==> config.mk <==
export PLATFORM = sky130hd
export DESIGN_NAME = microcode_rom
export DESIGN_NICKNAME = d
export VERILOG_FILES = /design/src/rtl/microcode_pkg.sv /design/src/rtl/microcode_rom.sv
export SDC_FILE = /design/constraint.sdc
export NUM_CORES = 1
export LEC_CHECK = 0
export ABC_AREA = 1
export ABC_CLOCK_PERIOD_IN_PS = 800
export CAP_MARGIN = 10
export CORE_MARGIN = 1.5
export CORE_UTILIZATION = 27
export DETAILED_ROUTE_END_ITERATION = 6
export GPL_ROUTABILITY_DRIVEN = 0
export PLACE_DENSITY = 0.77
export SLEW_MARGIN = 20
export SYNTH_ARGS = -nofsm -noshare
export SYNTH_HDL_FRONTEND = slang
export SYNTH_SLANG_ARGS = --single-unit
==> constraint.sdc <==
create_clock -name clk -period 0.8 [get_ports clk]
set_input_delay 0.16 -clock clk [delete_from_list [all_inputs] [get_ports clk]]
set_output_delay 0.16 -clock clk [all_outputs]
set_load 0.02 [all_outputs]
==> src/rtl/microcode_pkg.sv <==
// Shared definitions for the control-unit microprogram store:
// field widths, condition codes, op-strobe indices and the ROM contents.
package microcode_pkg;

    localparam int ADDR_W   = 16;
    localparam int OPS_W    = 51;
    localparam int WORD_W   = 70;
    localparam int ROM_DEPTH = 8;

    localparam logic [1:0] COND_ALWAYS = 2'b00;
    localparam logic [1:0] COND_ZERO   = 2'b01;
    localparam logic [1:0] COND_CARRY  = 2'b10;
    localparam logic [1:0] COND_NEVER  = 2'b11;

    localparam int OP_FETCH    = 0;
    localparam int OP_IR_LOAD  = 1;
    localparam int OP_PC_INC   = 2;
    localparam int OP_ALU_ADD  = 3;
    localparam int OP_MEM_WR   = 4;
    localparam int OP_ACC_LOAD = 5;

    // Packed MSB-first so the struct bit layout is the 70-bit word format.
    typedef struct packed {
        logic              bt;
        logic [1:0]        cond;
        logic [OPS_W-1:0]  ops;
        logic [ADDR_W-1:0] jump;
    } uinst_t;

    localparam uinst_t NOP_WORD = '0;

    // Only the low 3 address bits select a word; range checking is the caller's job.
    function automatic uinst_t rom_word(input logic [2:0] a);
        uinst_t w;
        w = NOP_WORD;
        case (a)
            3'd0: w.ops[OP_FETCH] = 1'b1;
            3'd1: begin
                w.ops[OP_IR_LOAD] = 1'b1;
                w.ops[OP_PC_INC]  = 1'b1;
            end
            3'd2: begin
                w.bt   = 1'b1;
                w.cond = COND_ZERO;
                w.jump = 16'd5;
            end
            3'd3: w.ops[OP_ALU_ADD] = 1'b1;
            3'd4: begin
                w.bt   = 1'b1;
                w.cond = COND_ALWAYS;
                w.jump = 16'd0;
            end
            3'd5: w.ops[OP_MEM_WR] = 1'b1;
            3'd6: begin
                w.bt   = 1'b1;
                w.cond = COND_CARRY;
                w.ops[OP_ACC_LOAD] = 1'b1;
                w.jump = 16'd1;
            end
            default: begin
                w.bt   = 1'b1;
                w.cond = COND_NEVER;
                w.jump = 16'd7;
            end
        endcase
        return w;
    endfunction

endpackage

==> src/rtl/microcode_rom.sv <==
// Microprogram ROM: combinational lookup of the micro-PC address followed by a
// single output register, so every field changes together one cycle later.
module microcode_rom
    import microcode_pkg::*;
#(
    parameter int ADDR_W = microcode_pkg::ADDR_W,
    parameter int DEPTH  = ROM_DEPTH,
    parameter int OPS_W  = microcode_pkg::OPS_W
) (
    input  logic              clk,
    input  logic              rst_n,
    input  logic [ADDR_W-1:0] reg_out,
    output logic [1:0]        condition,
    output logic              BT,
    output logic [OPS_W-1:0]  OPs,
    output logic [ADDR_W-1:0] jump_addr
);

    uinst_t word_d, word_q;

    // Anything past the populated words reads as NOP so the sequencer never sees X.
    always_comb begin
        word_d = NOP_WORD;
        if (reg_out < ADDR_W'(DEPTH))
            word_d = rom_word(reg_out[2:0]);
    end

    always_ff @(posedge clk or negedge rst_n) begin
        if (!rst_n)
            word_q <= NOP_WORD;
        else
            word_q <= word_d;
    end

    assign BT        = word_q.bt;
    assign condition = word_q.cond;
    assign OPs       = word_q.ops;
    assign jump_addr = word_q.jump;

endmodule

==> reports/qor.yml, run 1 <==
route:
  dr.pass1.iters: 2
  ant_nets: 0
  vias: 589
  vias_per_cell: 3.10
  drc: 0
  drt_iter0_drc: 9
  wirelength_um: 1420
  wl_per_cell_um: 7.48
worst_setup_path:
  cp_cell_sequence: "buf_6"
  critPathCaptureType: "output port"
  arrival_ps: 780
  worstPathMaxFanout: 1
  cp_data_required_time_ps: 640
  setup.worst_path.class: "flip-flop to output port"
  crit_family: "flip-flops"
  critPathMaxStageDelay_ps: 390
  start_kind: "flip-flop"
  crit_slowest_cell: "dfrtp_1"
  path_buf_inv: 1
pwr:
  power_density_mw_per_mm2: 1180
  ir_worst_vdd_v: 0.000340
  p_leak_nw: 0.639
  clkPwrFrac_pct: 27.3
  netSwitchingPower_mw: 0.468
  combPwrFrac_pct: 29.9
  p_total_mw: 1.30
  seqPwrFrac_pct: 42.8
  internal_power_mw: 0.831
  p_sw_share_pct: 36.0
timing:
  fin_crit_sh_pct: 117
  min_period_ps: 937
  fmax_ghz: 1.07
  rsz0062_at_grt: "yes"
  setup_viol: 12
  setup_slack_ps: -137
  timing.final.hold_violations: 0
  slew_viol_final: 0
cells_and_area:
  drive_above_1_share_pct: 19.2
  num-fill-cells: 335
  area_growth_pct: 20.8
  final_nets: 165
  n_antenna_cell: 0
die:
  die_h_um: 61.0
  die_width_um: 61.0
  rows: 20
  ios: 88
  coreArea_mm2: 0.00313
  start_util_pct: 29.1
  die-area_mm2: 0.00373
run_status:
  outcome: "finished, violations left"
  failed_checks: "setup timing"
yosys:
  syn_area_per_cell_um2: 8.19
  yosys_warnings: 0
  yosysSeqAreaShare_pct: 30.3
  synth_cells: 111
  syn_area_um2: 910
  synth_top_area_cell: "buf_4"
  synth_seq_cells: 11
  synth_cell_types: 11
  synth_area_leaders: "buf_4 49%, dfrtp_1 30%, nor2_1 6.6%"
  netlist.area_leader.share_pct: 48.7
clocking:
  postCtsSetupBuffers: 0
  clk_pin_slew_ps: 60
  ctsLongestPathBuffers: 2
  cts.sinks: 11
  cts_buffers: 3
  h-tree-depth: 1
  clock-root-buffer: "clkbuf_4"
  ctsHoldBuffers: 0
  cts_tree: "done"
global_route:
  grt_antenna_before_repair: 0
  grt_use_total_pct: 6.87
  first_global_vias: 461
  gr-total-overflow: 0
  grt_pass1_wl_um: 1840
  grt_max_degree: 12
job:
  maxCapViolCount: 0
placement:
  dp_hpwl_um: 1140
  place_ws_ps: -444
  port-buffer-count: 29
worst_hold_path:
  hp-class: "input pin to async pin"
-- layout by cell type, fill, tap and decap left out --
cell,synthesis,layout
nor2_4,2,2
o21ai_2,0,1
nand2_1,9,8
nand3_1,1,1
buf_4,59,3
nor2_2,0,1
dfrtp_1,11,11
buf_6,0,10
clkbuf_1,0,1
a21oi_1,1,1
conb_1,1,58
clkdlybuf4s50_1,0,1
dlygate4sd2_1,0,6
clkbuf_4,0,3
nor2_1,16,15
inv_2,0,1
buf_12,0,1
clkdlybuf4s15_1,0,10
inv_1,7,6
nand3_2,3,3
nand2_2,0,1
buf_2,0,2
-- metal layers --
layer	part of all wire, %	up-vias	wire, µm	global-route usage, %
met4	1.3	0	18	3.73
li1	-	285	-	-
met2	54	48	767	14.3
met1	29	254	407	5.29
met5	0	-	0	0
met3	16	2	228	2.31
-- synth_stat cells --
| master | count |
|---|---|
| o21ai_1 | 1 |
| nand3_1 | 1 |
| buf_4 | 59 |
| nor2_1 | 16 |
| dfrtp_1 | 11 |
| nand3_2 | 3 |
| a21oi_1 | 1 |
| nand2_1 | 9 |
| inv_1 | 7 |
| nor2_4 | 2 |
| conb_1 | 1 |
-- kinds of logic after synthesis --
group | after synthesis | synth area share (%)
flip-flops | 11 | 30.3
other | 1 | 0.412
buffers and inverters | 66 | 51.6
AO/OA/AOI/OAI | 2 | 1.10
AND/OR/NAND/NOR | 31 | 16.6
-- final cells by class --
class                           instances  area (µm²)  share of cell area, %
Inverter                                7        26.3                   2.39
Sequential cell                        11         275                   25.1
Tap cell                               44        55.1                   5.01
Timing Repair Buffer                   33         328                   29.8
Clock buffer                            4        26.3                   2.39
Multi-Input combinational cell         91         388                   35.3
-- through the flow --
stage | TNS [ps] | hold slack [ps] | instance area [µm²] | utilization, % | instances
2_1_floorplan | 0 | -136 | 1120 | - | 168
3_3_place_gp | -7460 | 504 | 1070 | 34.2 | 186
3_5_place_dp | -7550 | 493 | 1070 | 34.2 | 186
4_1_cts | -1540 | 230 | 1090 | 34.8 | 190
5_1_grt | -1890 | 233 | 1100 | 35.1 | 190
6_report | -1460 | 227 | 1100 | 35.1 | 190
-- power by group through the flow --
| stage | logic, mW | clock network, mW | registers [mW] |
|---|---|---|---|
| floorplan | 0.487 | 0 | 0.567 |
| CTS | 0.378 | 0.363 | 0.556 |
| detailed placement | 0.397 | 0 | 0.567 |
| global placement | 0.397 | 0 | 0.567 |
| global route | 0.415 | 0.396 | 0.555 |
| finish | 0.388 | 0.355 | 0.556 |
-- state kept, by name, summed over array words and instances, names as in the netlist --
register and count:
jump_addr 3, BT 1, OPs 5, condition 2
-- how the worst max path moves through the flow --
stage                                start                      to  depth (start not counted)
final                     OPs[4]$_DFF_PN0_                  OPs[4]                          1
after floorplan           OPs[2]$_DFF_PN0_                  OPs[2]                          1
after CTS                 OPs[2]$_DFF_PN0_                  OPs[2]                          1
after detailed placement       reg_out[12]        OPs[4]$_DFF_PN0_                          6
after global routing      OPs[2]$_DFF_PN0_                  OPs[2]                          1
after global placement          reg_out[1]  condition[0]$_DFF_PN0_                          5
-- timing repair --
| item | in CTS | in global routing |
|---|---|---|
| pin swaps | 15 | 10 |
| gates resized for setup | 91 | 7 |
| setup endpoints to repair | 23 | 22 |
Power figures use the tool's default switching activity.
==> run 2, diff against run 1 <==
--- a/config.mk
+++ b/config.mk
@@ -8,10 +8,10 @@
 export ABC_AREA = 1
 export ABC_CLOCK_PERIOD_IN_PS = 800
 export CAP_MARGIN = 10
-export CORE_MARGIN = 1.5
 export CORE_UTILIZATION = 27
 export DETAILED_ROUTE_END_ITERATION = 6
 export GPL_ROUTABILITY_DRIVEN = 0
+export HOLD_SLACK_MARGIN = 0.02
 export PLACE_DENSITY = 0.77
 export SLEW_MARGIN = 20
 export SYNTH_ARGS = -nofsm -noshare
==> reports/qor.yml, run 2 (synthesis results as in run 1) <==
global_route:
  grt_max_degree: 12  # unchanged
  grt_pass1_wl_um: 1680  # was 1840 µm
  grt_use_total_pct: 6.50  # was 6.87%
  gr-total-overflow: 0  # unchanged
  grt_antenna_before_repair: 0  # unchanged
  first_global_vias: 440  # was 461
clocking:
  clock-root-buffer: "clkbuf_4"  # unchanged
  cts.sinks: 11  # unchanged
  cts_tree: "done"  # unchanged
  clk_pin_slew_ps: 60  # about the same
  cts_buffers: 3  # unchanged
  h-tree-depth: 1  # unchanged
  ctsLongestPathBuffers: 2  # unchanged
  postCtsSetupBuffers: 0  # unchanged
run_status:
  outcome: "finished, violations left"  # unchanged
  failed_checks: "setup timing"  # unchanged
worst_setup_path:
  setup.worst_path.class: "flip-flop to output port"  # unchanged
  cp_cell_sequence: "buf_2"  # was buf_6
  path_buf_inv: 1  # unchanged
  start_kind: "flip-flop"  # unchanged
  crit_family: "flip-flops"  # unchanged
  cp_data_required_time_ps: 640  # about the same
  critPathCaptureType: "output port"  # unchanged
  critPathMaxStageDelay_ps: 370  # was 390 ps
  worstPathMaxFanout: 2  # was 1
  crit_slowest_cell: "dfrtp_1"  # unchanged
  arrival_ps: 780  # about the same
timing:
  setup_viol: 12  # unchanged
  fmax_ghz: 1.06  # was 1.07 GHz
  slew_viol_final: 0  # unchanged
  rsz0062_at_grt: "yes"  # unchanged
  min_period_ps: 942  # was 937 ps
  whs_ps: 218  # was 227 ps
  timing.final.hold_violations: 0  # unchanged
  fin_crit_sh_pct: 118  # was 117%
  setup_slack_ps: -142  # was -137 ps
pwr:
  seqPwrFrac_pct: 42.9  # was 42.8%
  combPwrFrac_pct: 29.1  # was 29.9%
  p_leak_nw: 0.640  # was 0.639 nW
  power_density_mw_per_mm2: 1200  # was 1180 mW/mm²
  p_sw_share_pct: 36.6  # was 36.0%
  netSwitchingPower_mw: 0.475  # was 0.468 mW
  ir_worst_vdd_v: 0.000317  # was 0.000340 V
  internal_power_mw: 0.822  # was 0.831 mW
  clkPwrFrac_pct: 28.0  # was 27.3%
die:
  ios: 88  # unchanged
  start_util_pct: 29.1  # unchanged
  die_h_um: 60.0  # was 61.0 µm
  coreArea_mm2: 0.00313  # unchanged
  die-area_mm2: 0.00360  # was 0.00373 mm²
  rows: 20  # unchanged
  die_width_um: 60.0  # was 61.0 µm
job:
  maxCapViolCount: 0  # unchanged
worst_hold_path:
  hp-class: "input pin to async pin"  # unchanged
route:
  drc: 0  # unchanged
  vias_per_cell: 3.19  # was 3.10
  wl_per_cell_um: 6.85  # was 7.48 µm
  drt_iter0_drc: 5  # was 9
  dr.pass1.iters: 4  # was 2
  wirelength_um: 1300  # was 1420 µm
  ant_nets: 0  # unchanged
  vias: 607  # was 589
placement:
  dp_hpwl_um: 1130  # was 1140 µm
  dpl.cell_count: 186  # unchanged
  port-buffer-count: 29  # unchanged
  place_ws_ps: -416  # was -444 ps
cells_and_area:
  final_nets: 165  # unchanged
  area_growth_pct: 18.4  # was 20.8%
  drive_above_1_share_pct: 26.7  # was 19.2%
  final_common_cell: "conb_1"  # unchanged
  mostFrequentLayoutCells: "58 x conb_1, 13 x nor2_1, 11 x dfrtp_1, 10 x buf_6, 9 x clkbuf_2"  # was 58 x conb_1, 15 x nor2_1, 11 x dfrtp_1, 10 x clkdlybuf4s15_1, 10 x buf_6
  n_antenna_cell: 0  # unchanged
  largest_reg_flops: 5  # unchanged
  fin_cells: 190  # unchanged
[run 2: cell count changes in the layout (fill, tap and decap cells not counted)]
cell	previous run	this run
clkbuf_2	0	9
clkdlybuf4s15_1	10	3
dlygate4sd2_1	6	3
dlymetal6s2s_1	0	1
nand3_2	3	2
nand3_4	0	1
nor2_1	15	13
nor2_2	1	2
nor2_4	2	3
[run 2: worst max path at each step]
stage	start	endpoint	cells past startpoint
after global routing	OPs[2]$_DFF_PN0_	OPs[1]	1
after detailed placement	reg_out[15]	OPs[3]$_DFF_PN0_	6
after floorplan	OPs[2]$_DFF_PN0_	OPs[2]	1
final	OPs[2]$_DFF_PN0_	OPs[1]	1
after global placement	reg_out[15]	BT$_DFF_PN0_	6
after CTS	OPs[2]$_DFF_PN0_	OPs[2]	1
[run 2: final cells by class]
type / count / area (µm²)
flip-flops and latches: 11 / 275
well taps: 44 / 55.1
repair buffers: 33 / 289
clock buffers: 4 / 26.3
inverters: 7 / 26.3
multi-input cells: 91 / 405
fillers: 337 / 2050
[run 2: repair_timing]
action	4_1_cts	5_1_grt
gates resized for setup	84	29
endpoints found under the setup margin	23	22
hold buffers	0	0
pin swaps	14	16
[run 2: power groups by stage]
stage / Sequential (mW) / Combinational [mW] / Clock, mW
2_1_floorplan: 0.567 / 0.487 / 0
5_1_grt: 0.555 / 0.411 / 0.399
3_5_place_dp: 0.567 / 0.397 / 0
4_1_cts: 0.556 / 0.376 / 0.375
6_report: 0.556 / 0.378 / 0.363
3_3_place_gp: 0.567 / 0.395 / 0
[run 2: per-layer routing]
metal,share of wire (%),routed length [µm],track usage [%]
met5,0,0,0
met4,1.2,15,4.98
met3,14,187,1.95
met2,54,709,12.9
met1,30,387,5.12
[run 2: stage by stage]
stage	power (mW)	utilization, %	setup TNS, ps	cell area, µm²
finish	1.30	34.4	-1540	1080
global route	1.37	34.4	-1940	1080
CTS	1.31	34.5	-1680	1080
detailed placement	0.964	34.2	-7440	1070
global placement	0.962	34.2	-7350	1070
floorplan	1.05	-	0	1120
